--- src/rtl/axi3_rd_arbiter.sv ---
// axi3_rd_arbiter: round-robin arbiter sharing one AXI3 read slave, one burst at a time,
// with a sticky error flag when RLAST disagrees with the latched ARLEN.
module axi3_rd_arbiter #(
   parameter int N_MASTERS  = 2,
   parameter int ADDR_WIDTH = 32,
   parameter int DATA_WIDTH = 32,
   localparam int GW = $clog2(N_MASTERS)
) (
   input  logic                            clk,
   input  logic                            rst_n,
   input  logic [N_MASTERS-1:0]            m_arvalid,
   input  logic [N_MASTERS*ADDR_WIDTH-1:0] m_araddr,
   input  logic [N_MASTERS*4-1:0]          m_arlen,
   output logic [N_MASTERS-1:0]            m_arready,
   output logic [DATA_WIDTH-1:0]           m_rdata,
   output logic [N_MASTERS-1:0]            m_rvalid,
   output logic [N_MASTERS-1:0]            m_rlast,
   input  logic [N_MASTERS-1:0]            m_rready,
   output logic                            s_arvalid,
   output logic [ADDR_WIDTH-1:0]           s_araddr,
   output logic [3:0]                      s_arlen,
   input  logic                            s_arready,
   input  logic [DATA_WIDTH-1:0]           s_rdata,
   input  logic                            s_rvalid,
   input  logic                            s_rlast,
   output logic                            s_rready,
   output logic [GW-1:0]                   grant,
   output logic                            busy,
   output logic                            len_err
);
   typedef enum logic [1:0] {IDLE, ADDR, DATA} state_e;
   state_e                  state_q, state_d;
   logic [GW-1:0]           grant_q, grant_d, rr_q, rr_d, win, sel;
   logic                    win_vld, beat;
   logic [3:0]              cnt_q, cnt_d, len_q, len_d;
   logic [ADDR_WIDTH-1:0]   addr_q, addr_d;
   logic                    err_q, err_d;
   logic [ADDR_WIDTH-1:0]   addr_a [N_MASTERS];
   logic [3:0]              len_a  [N_MASTERS];
   int                      idx;
   for (genvar g = 0; g < N_MASTERS; g++) begin : g_unpack
      assign addr_a[g] = m_araddr[g*ADDR_WIDTH +: ADDR_WIDTH];
      assign len_a[g]  = m_arlen[g*4 +: 4];
   end
   // Scan downward so the requester closest to rr_q (upward, wrapping) is the last to overwrite.
   always_comb begin
      win = '0;
      win_vld = 1'b0;
      idx = 0;
      sel = '0;
      for (int k = N_MASTERS-1; k >= 0; k--) begin
         idx = int'(rr_q) + k;
         if (idx >= N_MASTERS) idx -= N_MASTERS;
         sel = GW'(idx);
         if (m_arvalid[sel]) begin
            win = sel;
            win_vld = 1'b1;
         end
      end
   end
   assign beat = (state_q == DATA) && s_rvalid && s_rready;
   always_comb begin
      state_d = state_q;
      grant_d = grant_q;
      rr_d = rr_q;
      cnt_d = cnt_q;
      len_d = len_q;
      addr_d = addr_q;
      err_d = err_q;
      m_arready = '0;
      case (state_q)
         IDLE: if (win_vld && rst_n) begin
            m_arready[win] = 1'b1;
            state_d = ADDR;
            grant_d = win;
            addr_d = addr_a[win];
            len_d = len_a[win];
            cnt_d = '0;
         end
         ADDR: if (s_arready) state_d = DATA;
         DATA: if (beat) begin
            cnt_d = cnt_q + 4'd1;
            if (s_rlast) begin
               err_d = err_q | (cnt_q != len_q);
               rr_d = (grant_q == GW'(N_MASTERS-1)) ? '0 : grant_q + 1'b1;
               state_d = IDLE;
            end else begin
               err_d = err_q | (cnt_q == len_q);
            end
         end
         default: state_d = IDLE;
      endcase
   end
   always_comb begin
      m_rvalid = '0;
      m_rlast = '0;
      m_rvalid[grant_q] = (state_q == DATA) && s_rvalid;
      m_rlast[grant_q] = (state_q == DATA) && s_rvalid && s_rlast;
   end
   always_ff @(posedge clk or negedge rst_n) begin
      if (!rst_n) begin
         state_q <= IDLE;
         grant_q <= '0;
         rr_q <= '0;
         cnt_q <= '0;
         len_q <= '0;
         addr_q <= '0;
         err_q <= 1'b0;
      end else begin
         state_q <= state_d;
         grant_q <= grant_d;
         rr_q <= rr_d;
         cnt_q <= cnt_d;
         len_q <= len_d;
         addr_q <= addr_d;
         err_q <= err_d;
      end
   end
   assign s_arvalid = state_q == ADDR;
   assign s_araddr = addr_q;
   assign s_arlen = len_q;
   assign s_rready = (state_q == DATA) && m_rready[grant_q];
   assign m_rdata = s_rdata;
   assign grant = grant_q;
   assign busy = state_q != IDLE;
   assign len_err = err_q;
endmodule

--- config.mk ---
export PLATFORM = sky130hd
export DESIGN_NAME = axi3_rd_arbiter
export DESIGN_NICKNAME = d
export VERILOG_FILES = /design/src/rtl/axi3_rd_arbiter.sv
export SDC_FILE = /design/constraint.sdc
export NUM_CORES = 1
export LEC_CHECK = 0
export ABC_AREA = 1
export BUFFER_PORTS_ARGS = -buffer_cell sky130_fd_sc_hd__buf_2
export CAP_MARGIN = 20
export CORE_UTILIZATION = 36
export DETAILED_ROUTE_END_ITERATION = 12
export PLACE_DENSITY = 0.77
export REMOVE_ABC_BUFFERS = 1
export SLEW_MARGIN = 10
export SYNTH_ARGS = -nofsm -noshare
export SYNTH_HDL_FRONTEND = slang
export SYNTH_SLANG_ARGS = --single-unit
--- constraint.sdc ---
create_clock -name clk -period 1.4 [get_ports clk]
set_input_delay 0.07 -clock clk [delete_from_list [all_inputs] [get_ports clk]]
set_output_delay 0.07 -clock clk [all_outputs]
set_load 0.02 [all_outputs]
==> run_results.csv <==
group,metric,value,unit
status,status,"finished, violations left",
status,violations,"hold timing, setup timing",
floorplanning,core_area,6530,µm²
route,drc,0,
sta,finalMaxSlewViolations,0,
final_layout,design_area,4080,µm²
route,wl,9960,µm
floorplanning,die_x,85.3,µm
clock_network,root_buffer,"clkbuf_8",
synth,syn_inst,322,
global_routing,grt_max_degree,25,
setup_path,critical_path.most_common_cell,"nor2_4",
floorplanning,die_h,85.3,µm
route,vias_per_cell,4.97,
floorplanning,num_io_pins,192,
sta,min_period,1460,ps
clock_network,clock_latency,300,ps
clock_network,cts_max_path_buffers,2,
final_layout,area_delta_synth_final,63.6,%
sta,min_period_over_period,1.04,
route,vias,2886,
floorplanning,row_count,29,
worst_hold_path,min_from,"m_araddr[31]",
setup_path,worstSetupPathDepth,5,
synth,synth_seq_cells,45,
synth,muxShareOfSynthArea,0,
clock_network,cts.sinks,45,
route,top_layer_used,"met5",
global_routing,antenna_found_initial,0,
route,wirelength_met1,3910,µm
route,wl_met2,4550,µm
setup_path,reg2reg_depth,7,
place,dp_hpwl,5950,µm
setup_path,worst_setup_path_end_kind,"output pin",
power_and_ir_drop,ir_worst_vdd,0.880,mV
global_routing,overflow,0,
setup_path,r2r_setup_slack,-10,ps
sta,rsz0062_at_grt,"yes",
final_layout,final_common_cell,"buf_2",
place,pre_cts_slack,20.8,ps
synth,yosysSeqAreaShare,0.451,
power_and_ir_drop,power.density,1590,nW/µm²
clock_network,cts_tree,"yes",
worst_hold_path,hold_depth,3,
power_and_ir_drop,p_total,6.49,mW
sta,timing.slew.headroom,0.795,
sta,hold_viol,1,
synth,syn_area_per_cell,7.75,µm²
place,place.gp.congestion,0.782,
worst_hold_path,hp-class,"input port to register",
setup_path,critPathKind,"register to output pin",
final_layout,drive_above_1_share,0.421,
sta,fin_ws,-56.5,ps
setup_path,arrival,1390,ps
global_routing,grt_pass1_wl,14700,µm
place,placed_cell_area,3000,µm²
final_layout,diodes,0,
setup_path,cpMaxStageDelayCell,"dfrtp_2",
route,wl_met3,1170,µm
floorplanning,dieArea,7270,µm²
setup_path,reg2reg_to,"s_araddr[17]",
route,antenna_left,0,
setup_path,worstPathRequired,1330,ps
route,drt_iter0_markers,222,
flow_run,maxCapViolCount,0,
setup_path,r2r-start,"state_q[0]",
clock_network,htreeDepth,2,
global_routing,gr-usage-all-layers,0.269,
floorplanning,floorplan.initialDensity,0.382,
place,io_buffers,127,
final_layout,fin_nets,618,
synth,synth_compound_gate_area_share,0.0291,
final_layout,final_util,0.625,
clock_network,clkTransAtPathRegs,80,ps
synth,yosys_warnings,0,
clock_network,cts_buffers,5,
setup_path,slowest_delay,450,ps
sta,fin_hold_ws,-3.44,ps
sta,setup_violations,3,
power_and_ir_drop,leakage,2.17,nW
sta,tightest_slew,307,ps
synth,yosys.cell_types.count,23,
synth,synth-simple-area-share,0.346,
setup_path,critPathLaunchType,"register",
global_routing,grt_pass1_vias,2917,
worst_hold_path,min_to,"s_araddr[31]",
sta,fmax,0.687,GHz
synth,synth_area,2490,µm²
sta,clock_skew,3.64,ps
setup_path,critPathMaxFanout,4,
route,first_pass_iters,4,
synth,synthAdderAreaFrac,0.00502,
setup_path,cpLargestDelayFamily,"flip-flops",
setup_path,cp_cell_sequence,"nor2_4, o211ai_4, nor2_4, buf_12, buf_8",
setup_path,crit_buf_inv,2,
synth,synth-xor-area-share,0.00351,
route,avgRoutedWirePerCell,17.1,µm
synth,synth_top_family_by_area,"simple AND/OR/NAND/NOR gates",
final_layout,final_cell_mix,"119 x buf_2, 116 x nand2_1, 66 x dlygate4sd3_1",
## cells by family (layout without fill, tap and decap cells)
| logic type | Yosys count | after routing |
|---|---|---|
| and+or+nand+nor | 203 | 203 |
| DFF | 45 | 45 |
| buffers and inverters | 63 | 245 |
| adders and majority gates | 1 | 1 |
| AOI/OAI and AO/OA | 9 | 9 |
| xor gates and xnor gates | 1 | 1 |
## Yosys cell counts
| cell | instances | area, µm² |
|---|---|---|
| inv_1 | 18 | 67.6 |
| nor2_4 | 2 | 22.5 |
| buf_4 | 38 | 285 |
| dfrtp_1 | 45 | 1130 |
| buf_2 | 1 | 5.00 |
| nand2_2 | 9 | 56.3 |
| o211ai_4 | 1 | 21.3 |
| buf_6 | 2 | 22.5 |
| ha_1 | 1 | 12.5 |
| nor2_1 | 8 | 30.0 |
| clkbuf_1 | 1 | 3.75 |
| nand3b_1 | 1 | 7.51 |
| xnor2_1 | 1 | 8.76 |
| inv_2 | 2 | 7.51 |
| nor2_2 | 1 | 6.26 |
| a21oi_1 | 2 | 10.0 |
| o21ai_0 | 5 | 25.0 |
| nand3_1 | 42 | 210 |
| o21ai_4 | 1 | 16.3 |
| nand4_1 | 1 | 6.26 |
| buf_12 | 1 | 20.0 |
| nor3_1 | 2 | 10.0 |
| nand2_1 | 137 | 514 |
## how the worst max path moves through the flow
stage                               to       start  slack (ps)
final                     m_arready[1]  state_q[0]         -60
after global routing      m_arready[1]  state_q[0]        -120
after CTS                 m_arready[0]  state_q[1]         -60
after detailed placement      cnt_q[0]       grant          20
after global placement        cnt_q[0]       grant          50
after floorplan           s_araddr[11]  state_q[0]        -430
## flip-flops by register name, indices dropped and copies added (netlist names)
signal    cells
rr_q          1
s_arlen       4
cnt_q         4
s_araddr     32
len_err       1
state_q       2
grant         1
## through the flow
stage,setup TNS (ps),hold WS (ps),std cells
2_1_floorplan,-15550,-226,279
3_3_place_gp,0,140,492
3_5_place_dp,0,140,492
4_1_cts,-663,0.906,572
5_1_grt,-1550,0.167,581
6_report,-115,-3.44,581
## where the power goes
part | internal (mW) | switching, mW | total (mW)
sequential | 1.86 | 0.405 | 2.27
clock | 0.392 | 0.428 | 0.821
combinational | 1.40 | 2.00 | 3.40
## area by class of cell
cell class              count  area (µm²)
well taps                  77        96.3
clock buffers               7        86.3
flip-flops and latches     45        1130
multi-input cells         214        1080
repair buffers            218        1610
fillers                   539        2450
inverters                  20        77.6
## what timing repair did
item | 4_1_cts | 5_1_grt
hold buffers | 64 | 2
endpoints found under the setup margin | 7 | 49
hold endpoints to repair | 80 | 2
setup buffers | 8 | 6
resized for setup | 18 | 42
pin swaps | 3 | 6
cloned | 1 | 1
## metal layers
layer / vias to the layer above / GRT usage
met3: 33 / 0.130
met1: 1334 / 0.331
met4: 2 / 0.0924
met2: 187 / 0.408
li1: 1330 / -
met5: - / 0.0629
## worst reg2reg max path, cell delays in order, from the launching register on
cell      delay, ps
dfrtp_2         450
nor2_4          150
o211ai_4        120
nor2_4          150
buf_12          130
buf_4           180
nand2_1         100
nand3_1          80
Note: power is estimated with default switching activity, not from simulation.
